==> config.mk <==
export PLATFORM = sky130hd
export DESIGN_NAME = peripheral_bus_bridge
export DESIGN_NICKNAME = d
export VERILOG_FILES = /design/src/rtl/bus_defs.sv /design/src/rtl/periph_addr_decoder.sv /design/src/rtl/peripheral_bus_bridge.sv
export SDC_FILE = /design/constraint.sdc
export NUM_CORES = 1
export LEC_CHECK = 0
export ABC_AREA = 1
export CORE_AREA = 2 2 119 121
export DETAILED_ROUTE_END_ITERATION = 10
export DIE_AREA = 0 0 121 123
export GPL_TIMING_DRIVEN = 0
export PLACE_DENSITY = 0.89
export SLEW_MARGIN = 15
export SYNTH_ARGS = -nofsm -noshare
export SYNTH_HDL_FRONTEND = slang
export SYNTH_HIERARCHICAL = 1
export SYNTH_SLANG_ARGS = --single-unit
==> constraint.sdc <==
create_clock -name clk -period 4.2 [get_ports clk]
set_clock_uncertainty 0.1 [all_clocks]
set_input_delay 1.26 -clock clk [delete_from_list [all_inputs] [get_ports clk]]
set_output_delay 1.26 -clock clk [all_outputs]
set_load 0.02 [all_outputs]
==> src/rtl/bus_defs.sv <==
// Shared definitions for the peripheral bus bridge: FSM encodings,
// default error data and the slot-select field position.
package bus_defs;

    localparam logic [1:0] ST_IDLE    = 2'd0;
    localparam logic [1:0] ST_ACCESS  = 2'd1;
    localparam logic [1:0] ST_RESPOND = 2'd2;
    localparam logic [1:0] ST_RELEASE = 2'd3;

    localparam logic [31:0] ERROR_DATA_DEF = 32'hDEADBEEF;

    localparam int SLOT_LSB = 24;
    localparam int SLOT_MSB = 25;
    localparam int SLOT_W   = SLOT_MSB - SLOT_LSB + 1;

endpackage

==> src/rtl/periph_addr_decoder.sv <==
// Combinational slot decoder: slot field to one-hot select,
// flagging slots beyond the populated range.
module periph_addr_decoder
    import bus_defs::*;
#(
    parameter int NUM_SLAVES = 4
) (
    input  logic [SLOT_W-1:0]     slot_i,
    output logic [NUM_SLAVES-1:0] sel_o,
    output logic                  err_o
);

    always_comb begin
        sel_o = '0;
        for (int i = 0; i < NUM_SLAVES; i++) begin
            sel_o[i] = (int'(slot_i) == i);
        end
        err_o = (int'(slot_i) >= NUM_SLAVES);
    end

endmodule

==> src/rtl/peripheral_bus_bridge.sv <==
// Single-master to NUM_SLAVES peripheral bridge, one transaction at a time.
// Optional ACCESS watchdog enabled by defining PERIPH_TIMEOUT_EN.
module peripheral_bus_bridge
    import bus_defs::*;
#(
    parameter int          NUM_SLAVES     = 4,
    parameter int          TIMEOUT_CYCLES = 255,
    parameter logic [31:0] ERROR_DATA     = ERROR_DATA_DEF
) (
    input  logic                     clk,
    input  logic                     rst_n,
    input  logic                     peripheral_read_request,
    input  logic                     peripheral_write_request,
    input  logic [31:0]              peripheral_addr,
    input  logic [31:0]              peripheral_write_data,
    output logic [31:0]              peripheral_read_data,
    output logic                     peripheral_response,
    output logic [NUM_SLAVES-1:0]    slave_read_request,
    output logic [NUM_SLAVES-1:0]    slave_write_request,
    output logic [31:0]              slave_addr,
    output logic [31:0]              slave_write_data,
    input  logic [NUM_SLAVES*32-1:0] slave_read_data,
    input  logic [NUM_SLAVES-1:0]    slave_response,
    output logic                     bus_error
);

    logic [1:0]            state_q, state_d;
    logic [31:0]           addr_q, addr_d;
    logic [31:0]           wdata_q, wdata_d;
    logic [31:0]           rdata_q, rdata_d;
    logic                  wr_q, wr_d;
    logic                  resp_q, resp_d;
    logic                  berr_q, berr_d;
    logic [NUM_SLAVES-1:0] rreq_q, rreq_d;
    logic [NUM_SLAVES-1:0] wreq_q, wreq_d;

    logic [NUM_SLAVES-1:0] dec_sel;
    logic                  dec_err;
    logic [31:0]           sel_rdata;
    logic                  hit;
    logic                  expired;

    periph_addr_decoder #(
        .NUM_SLAVES(NUM_SLAVES)
    ) u_dec (
        .slot_i(peripheral_addr[SLOT_MSB:SLOT_LSB]),
        .sel_o (dec_sel),
        .err_o (dec_err)
    );

    // Only the slot currently strobed may complete the access.
    always_comb begin
        sel_rdata = '0;
        for (int i = 0; i < NUM_SLAVES; i++) begin
            if (rreq_q[i] || wreq_q[i]) begin
                sel_rdata = slave_read_data[32*i +: 32];
            end
        end
        hit = |((rreq_q | wreq_q) & slave_response);
    end

`ifdef PERIPH_TIMEOUT_EN
    localparam int CLOG_W = $clog2(TIMEOUT_CYCLES + 1);
    localparam int CNT_W  = (CLOG_W > 8) ? CLOG_W : 8;

    logic [CNT_W-1:0] cnt_q, cnt_d;

    assign expired = (state_q == ST_ACCESS)
                  && (cnt_q == CNT_W'(TIMEOUT_CYCLES - 1));

    // Counter rests at zero outside ACCESS, so each access starts fresh.
    always_comb begin
        cnt_d = '0;
        if (state_q == ST_ACCESS && !hit && !expired) begin
            cnt_d = cnt_q + 1'b1;
        end
    end

    always_ff @(posedge clk) begin
        if (!rst_n) begin
            cnt_q <= '0;
        end else begin
            cnt_q <= cnt_d;
        end
    end
`else
    assign expired = 1'b0;
`endif

    always_comb begin
        state_d = state_q;
        addr_d  = addr_q;
        wdata_d = wdata_q;
        wr_d    = wr_q;
        rreq_d  = rreq_q;
        wreq_d  = wreq_q;
        resp_d  = 1'b0;
        berr_d  = 1'b0;
        rdata_d = '0;
        case (state_q)
            ST_IDLE: begin
                if (peripheral_read_request || peripheral_write_request) begin
                    addr_d  = peripheral_addr;
                    wdata_d = peripheral_write_data;
                    wr_d    = peripheral_write_request;
                    if (dec_err) begin
                        state_d = ST_RESPOND;
                        resp_d  = 1'b1;
                        berr_d  = 1'b1;
                        rdata_d = peripheral_write_request ? '0 : ERROR_DATA;
                    end else begin
                        state_d = ST_ACCESS;
                        wreq_d  = peripheral_write_request ? dec_sel : '0;
                        rreq_d  = peripheral_write_request ? '0 : dec_sel;
                    end
                end
            end
            ST_ACCESS: begin
                if (hit) begin
                    state_d = ST_RESPOND;
                    rreq_d  = '0;
                    wreq_d  = '0;
                    resp_d  = 1'b1;
                    rdata_d = wr_q ? '0 : sel_rdata;
                end else if (expired) begin
                    state_d = ST_RESPOND;
                    rreq_d  = '0;
                    wreq_d  = '0;
                    resp_d  = 1'b1;
                    berr_d  = 1'b1;
                    rdata_d = wr_q ? '0 : ERROR_DATA;
                end
            end
            ST_RESPOND: state_d = ST_RELEASE;
            ST_RELEASE: state_d = ST_IDLE;
            default:    state_d = ST_IDLE;
        endcase
    end

    always_ff @(posedge clk) begin
        if (!rst_n) begin
            state_q <= ST_IDLE;
            addr_q  <= '0;
            wdata_q <= '0;
            rdata_q <= '0;
            wr_q    <= 1'b0;
            resp_q  <= 1'b0;
            berr_q  <= 1'b0;
            rreq_q  <= '0;
            wreq_q  <= '0;
        end else begin
            state_q <= state_d;
            addr_q  <= addr_d;
            wdata_q <= wdata_d;
            rdata_q <= rdata_d;
            wr_q    <= wr_d;
            resp_q  <= resp_d;
            berr_q  <= berr_d;
            rreq_q  <= rreq_d;
            wreq_q  <= wreq_d;
        end
    end

    assign peripheral_read_data = rdata_q;
    assign peripheral_response  = resp_q;
    assign bus_error            = berr_q;
    assign slave_read_request   = rreq_q;
    assign slave_write_request  = wreq_q;
    assign slave_addr           = addr_q;
    assign slave_write_data     = wdata_q;

endmodule

Word-level counts from Yosys, hierarchy flattened
Index checks and enable logic that the tools add are counted.
Storage, ports and cells
  output and inout bits: 106
  bits in registers: 108
  input bits: 200
  logic and storage cells: 50
Cells by class
  reduce and logical (&&, ||, !) cells: 14
  bitwise gates (word level): 5
  multiplexer cells: 15
  eq/ne operators: 8
Operators by type and width (number)
  32-bit two-way mux: 4
  4-bit two-way mux: 5
  4-bit case mux with 2 select lines: 2
  2-bit == test, second input constant: 4
  2-bit case mux with 4 select lines: 1
  4-bit OR reduction: 2
  2-bit AND reduction: 3
  1-bit logical OR: 5
  4-bit bitwise AND: 1
  2-bit by 1-bit == test with 1-bit output, second input constant: 2
  2-bit zero test: 2
  2-bit two-way mux: 2
  2-bit inequality test, second input constant: 2
  4-bit OR: 1
  1-bit inverter: 3
  3-bit AND reduction: 1
  2-bit nonzero test: 1
  1-bit two-way mux: 1

Logic depth before layout (Yosys ltp)
Gate-level depths: netlist (run 1).
  depth after elaboration: 5
  gate-level depth with buffers: 9
  mapped depth without buffers: 9

By module
The synthesis (run 1) kept the hierarchy.
By module, submodules not included
  peripheral_bus_bridge: area an instance 5142.4 sq um, cells an instance 718, instances 1, sequential area each 2182.1 sq um
  periph_addr_decoder: area an instance 37.5 sq um, cells an instance 9, instances 1, sequential area each 0.0 sq um

Worst setup path before layout (run 1)
OpenSTA, ideal clock, no wires.
  path kind: input to register
  from: in peripheral_write_request
  to: reg wreq_q[0] (netlist: slave_write_request[0])
  setup slack: 1876 ps
  buffers on the path: 1
  arrival: 2110 ps
  stages: 7
  library setup time: 114 ps
  data required time: 3986 ps
  path through: clkbuf_2 > nor2_2 > nand2_1 > nand3_2 > nand2_1 > nand2_1 > nor2_1
On the way
  longest elaborated chain between the ends: 3
  elaborated cells on any way between the ends: 6
  classes of those cells: eq/ne (1); mux (3); reduce/logical (2)
RTL lines
  start, declared: RTL line peripheral_bus_bridge.sv:13  | input logic peripheral_write_request,
  4-bit two-way mux or 1-bit logical OR (tied branches): RTL line peripheral_bus_bridge.sv:113, peripheral_bus_bridge.sv:102
  4-bit two-way mux or 2-bit inequality test (tied branches)
  4-bit case mux with 2 select lines or 3-bit AND reduction (tied branches)
  end signal, assigned: RTL line peripheral_bus_bridge.sv:160  | wreq_q <= wreq_d;
  end, declared: RTL line peripheral_bus_bridge.sv:35  | logic [NUM_SLAVES-1:0] wreq_q, wreq_d;
Parallel ways exist; a longest one is shown, timed or not. The select of a mux whose other input is x is not followed.
A chain may end at the register's enable or synchronous reset.

Worst setup path in the final report (run 1)
  from: reg rreq_q[3] (netlist: slave_read_request[3])
  to: out slave_read_request[3]
RTL lines
  start, declared: RTL line peripheral_bus_bridge.sv:34  | logic [NUM_SLAVES-1:0] rreq_q, rreq_d;
  start signal, assigned: RTL line peripheral_bus_bridge.sv:159  | rreq_q <= rreq_d;
  end, declared: RTL line peripheral_bus_bridge.sv:18  | output logic [NUM_SLAVES-1:0] slave_read_request,
No word-level cell between the ends.

==> results.json, run 1 <==
{
  "ys_seq_area_share_pct": 42.13,
  "worstSetupPathDepth": 1,
  "synth.avg_cell_area_um2": 7.125,
  "mostFrequentLayoutCells": "304 x clkdlybuf4s50_1, 162 x nor2_1, 109 x dfxtp_1, 70 x o21ai_0, 69 x nand3_1",
  "die_x_um": 121,
  "grt_overflow_total": 0,
  "drive_gt1_share_pct": 11.27,
  "startpoint_type": "flip-flop",
  "crit_buf_inv": 1,
  "cts_resized": 0,
  "final.setup.tns_ns": 0,
  "slew_headroom_pct": 61.14,
  "path_clk_slew_ns": 0.07,
  "power.density_nw_per_um2": 674.3,
  "crit_fanout": 3,
  "post-cts-setup-buffers": 0,
  "antenna_left": 0,
  "synth_ff_type": "dfxtp_1",
  "yosys.area.top_type_share_pct": 42.13,
  "drtIter0Drc": 344,
  "arrival_ns": 1.43,
  "routed_via_density": 5.024,
  "status": "complete, no violations",
  "maxCapViolCount": 0,
  "finalSetupViolations": 0,
  "cp-end-kind": "primary output",
  "period_needed_ns": 2.793,
  "yosys.cell_types.count": 27,
  "htreeDepth": 3,
  "final_common_cell": "clkdlybuf4s50_1",
  "rr_worst_depth": 6,
  "grt_max_degree": 21,
  "max_freq_mhz": 358.0,
  "report.final.hold_viol_count": 0,
  "synth_top_cell_by_area": "dfxtp_1",
  "tightest_slew_ns": 0.5830,
  "slowest_delay_ns": 0.64,
  "area_delta_synth_final_pct": 68.79,
  "vias": 6169,
  "synthesis.nets": 930,
  "grtUsageTotal_pct": 26.08,
  "grt_first_pass_wirelength_um": 30250,
  "yosys-top-cells-area": "dfxtp_1 42%, nor2_1 12%, o21ai_0 6.8%",
  "syn_area_um2": 5180,
  "ys_seq_elements": 109,
  "cts.path.max_buffers": 2,
  "clk_latency_ns": 0.36,
  "fin_crit_sh_pct": 66.51,
  "cp_top_family": "buffers and inverters",
  "final_cell_area_um2": 8743,
  "coreArea_um2": 13610,
  "path_cells": "clkdlybuf4s50_1",
  "drt-total-wl_um": 19780,
  "wl_per_cell_um": 16.11,
  "grt_pass1_vias": 6158,
  "fin_nets": 1245,
  "synth-async-reset-ratio_pct": 0,
  "critical_path_class": "flip-flop to primary output",
  "postCtsHoldBufs": 0,
  "dr.pass1.iters": 5,
  "row_count": 43,
  "p_leak_nw": 3.512,
  "dieArea_um2": 14880,
  "synthCells": 727,
  "antenna_found_initial": 1,
  "crit_required_ns": 2.84,
  "drv_slew": 0,
  "route.detailed.drc": 0,
  "cts_root_buf": "clkbuf_16",
  "dpl.hpwl_um": 15200,
  "ioPinCount": 306,
  "fillers": 1187,
  "min_path_type": "flip-flop to flip-flop",
  "max-vdd-ir-drop_uv": 364.3,
  "yosys_warnings": 6,
  "cts_tree": "built",
  "die_h_um": 123,
  "place_area_um2": 8448,
  "rsz0062_at_grt": "no",
  "gp_congestion": 0.8879,
  "numClockSinks": 109,
  "synth_edf_count": 0,
  "initial_core_util_pct": 38.05,
  "min_path_cells": 2,
  "cts_buffers": 9,
  "cp_slowest_cell": "clkdlybuf4s50_1",
  "port_buffers": 304
}
cell type report:
class	count	area, um2	share of cell area [%]
diodes	1	2.502	0.02862
plain buffers	58	256.5	2.934
clock buffers	9	225.2	2.576
clock inverters	7	67.56	0.7728
inverters	31	116.4	1.331
multi-input cells	529	2625	30.02
flip-flops and latches	109	2182	24.96
well taps	180	225.2	2.576
repair buffers	304	3043	34.80
Yosys cell counts, drive strengths merged (3+ instances only):
cell type	count
ha	3
inv	31
nand2	67
dfxtp	109
nand3	71
o21ai	90
clkbuf	39
or2	55
nor2	166
o2111ai	8
buf	19
nand4	29
a21oi	37
per-layer routing:
layer / part of all wire [%] / GRT usage, % / up-vias / wire length (um)
li1: - / - / 3017 / -
met1: 37 / 27.35 / 2797 / 7404
met2: 48 / 45.51 / 300 / 9450
met3: 10 / 9.317 / 55 / 2011
met4: 4.6 / 14.53 / 0 / 912
met5: 0 / 0 / - / 0
logic make-up after synthesis:
kind of cell | synth area share (%)
and+or+nand+nor | 34.81
AOI/OAI and AO/OA | 15.07
DFF | 42.13
buffers and inverters | 7.198
adders and majority gates | 0.7247
other | 0.07239
path summary, 6_finish.rpt:
path                          from                       end  slack, ns
max reg2reg             state_q[1]  peripheral_read_data[12]       2.13
max          slave_read_request[3]     slave_read_request[3]       1.41
min reg2reg                   wr_q                      wr_q       0.37
min                           wr_q                      wr_q       0.37
where the power goes:
group          total, mW  switching (mW)  leakage [nW]  internal, mW
registers           1.47           0.143         0.899          1.32
clock network      0.848           0.432         0.133         0.416
logic               3.58            2.20          2.48          1.38
through the flow:
stage	utilization, %	hold slack, ns	total power [mW]	instances	setup WS (ns)
floorplan	-	0.3391	3.667	727	1.876
global placement	62.06	0.3506	4.968	1211	1.090
detailed placement	62.06	0.3608	5.027	1211	1.075
CTS	64.22	0.3726	5.893	1227	1.389
global route	64.22	0.4325	6.344	1227	1.314
finish	64.23	0.3738	5.896	1228	1.407
registers in the layout (all words and copies together) (netlist names):
register              count
slave_addr               32
slave_write_data         32
peripheral_response       1
slave_write_request       4
slave_read_request        4
bus_error                 1
peripheral_read_data     32
wr_q                      1
state_q                   2
Note: power is estimated with default switching activity, not from simulation.
==> inputs of run 2 (changes only) <==
CORE_AREA = not set   (was 2 2 119 121)
CORE_UTILIZATION = 38   (was not set)
DIE_AREA = not set   (was 0 0 121 123)
clock period = 2.7 ns   (was 4.2 ns; I/O delays follow)
==> run 2 against run 1 <==
Effect of this change:
- register-to-register slack worse by 1.6 ns
- setup slack got worse by 1.1 ns
- via count decreased by 0.65%
- global-route usage rose by 0.80 points
- utilization grew 1.7 points
- highest routed layer unchanged
==> results.json, run 2 (synthesis results as in run 1) <==
{
  "status": "complete, no violations",
  "antenna-diode-count": 0,
  "postCtsHoldBufs": 0,
  "arrival_ns": 2.55,
  "grt_pass1_vias": 6030,
  "cts.path.max_buffers": 2,
  "slew_headroom_pct": 64.77,
  "initial_core_util_pct": 39.12,
  "wl_per_cell_um": 15.58,
  "antenna_found_initial": 0,
  "p_sw_share_pct": 46.57,
  "drt-total-wl_um": 19060,
  "ioPinCount": 306,
  "drtIter0Drc": 319,
  "report.final.hold_viol_count": 0,
  "grtUsageTotal_pct": 26.88,
  "fin_util_pct": 65.96,
  "dr.pass1.iters": 5,
  "row_count": 42,
  "max-vdd-ir-drop_uv": 528.3,
  "cts_resized": 0,
  "final_common_cell": "clkdlybuf4s50_1",
  "cts_tree": "built",
  "p_leak_nw": 3.523,
  "startpoint_type": "input port",
  "mostFrequentLayoutCells": "304 x clkdlybuf4s50_1, 162 x nor2_1, 109 x dfxtp_1, 70 x o21ai_0, 69 x nand3_1",
  "numClockSinks": 109,
  "cts_buffers": 9,
  "dpl.hpwl_um": 14690,
  "critical_path_class": "input port to flip-flop",
  "crit_fanout": 10,
  "min_path_type": "flip-flop to flip-flop",
  "p_comb_share_pct": 60.5,
  "drive_gt1_share_pct": 11.27,
  "clk_latency_ns": 0.35,
  "fin_crit_sh_pct": 89.56,
  "fillers": 1131,
  "die_h_um": 118.8,
  "die_x_um": 118.8,
  "pwr-share-seq_pct": 25.0,
  "drv_slew": 0,
  "crit_required_ns": 2.83,
  "dieArea_um2": 14100,
  "area_delta_synth_final_pct": 68.62,
  "p_sw_mw": 4.250,
  "vias": 6129,
  "htreeDepth": 3,
  "power.density_nw_per_um2": 1045,
  "tightest_slew_ns": 0.5285,
  "antenna_left": 0,
  "post-cts-setup-buffers": 0,
  "period_needed_ns": 2.418,
  "route.detailed.drc": 0,
  "maxCapViolCount": 0,
  "finalSetupViolations": 0,
  "cp-end-kind": "flip-flop",
  "coreArea_um2": 13240,
  "rsz0062_at_grt": "no",
  "p_int_mw": 4.875,
  "final.setup.tns_ns": 0,
  "cts_root_buf": "clkbuf_16",
  "port_buffers": 304,
  "fin_nets": 1245,
  "path_clk_slew_ns": 0.07,
  "max_freq_mhz": 413.6,
  "routed_via_density": 5.011,
  "grt_first_pass_wirelength_um": 29790,
  "power_frac_clock_pct": 14.5,
  "grt_max_degree": 20,
  "gp_congestion": 0.8719,
  "grt_overflow_total": 0
}
## run 2: cell types whose count changed in the layout (fill, tap and decap cells not counted), sizes merged
cell,previous run,this run
clkinv,1,2
diode,1,0
inv,34,35
clkbuf,48,49
clkinvlp,3,0
## run 2: final timing paths
path	start	end	slack, ns	cells past startpoint
worst min-delay path	wr_q	wr_q	0.37	2
worst min register to register	wr_q	wr_q	0.37	2
worst max register to register	state_q[1]	peripheral_read_data[1]	0.52	6
worst max-delay path	rst_n	peripheral_read_data[1]	0.28	6
## run 2: per-layer routing
metal,part of all wire (%),up-vias,GRT usage (%)
met4,4.5,0,14.87
met2,48,267,46.53
li1,-,3017,-
met1,38,2792,28.94
met5,0,-,0
met3,9.1,53,8.494
## run 2: worst max-delay path: stages
cell and delay [ns]:
clkdlybuf4s50_1 0.56, o21ai_0 0.14, nor2_1 0.30, buf_2 0.30
nand4_1 0.13, o21ai_0 0.32
## run 2: area by class of cell
type	instances	area (um2)	area share, %
clock inverters	6	52.55	0.6016
repair buffers	304	3043	34.84
inverters	31	116.4	1.332
flip-flops and latches	109	2182	24.98
well taps	176	220.2	2.521
plain buffers	58	256.5	2.937
clock buffers	10	239.0	2.736
multi-input cells	529	2625	30.05
## run 2: power by group through the flow
stage | logic, mW | clock network (mW) | registers, mW
6_report | 5.52 | 1.33 | 2.28
5_1_grt | 6.06 | 1.43 | 2.33
4_1_cts | 5.52 | 1.35 | 2.28
3_5_place_dp | 5.50 | 0 | 2.31
3_3_place_gp | 5.41 | 0 | 2.29
2_1_floorplan | 2.88 | 0 | 2.82
## run 2: metrics by stage
step                setup slack (ns)  power (mW)  hold WS, ns  instances  cell area, um2
floorplan                     0.8257       5.703       0.3391        727            5180
CTS                           0.2616       9.156       0.3708       1223            8735
global placement             -0.1331       7.703       0.3524       1207            8443
finish                        0.2820       9.126       0.3737       1223            8735
global route                  0.1235       9.823       0.4139       1223            8735
detailed placement           -0.1066       7.808       0.3590       1207            8443
==> inputs of run 3 (changes only) <==
SLEW_MARGIN = 20   (was 15)
==> results of run 3 <==
Same layout as run 2: the final DEF is identical, and so are final timing and power.
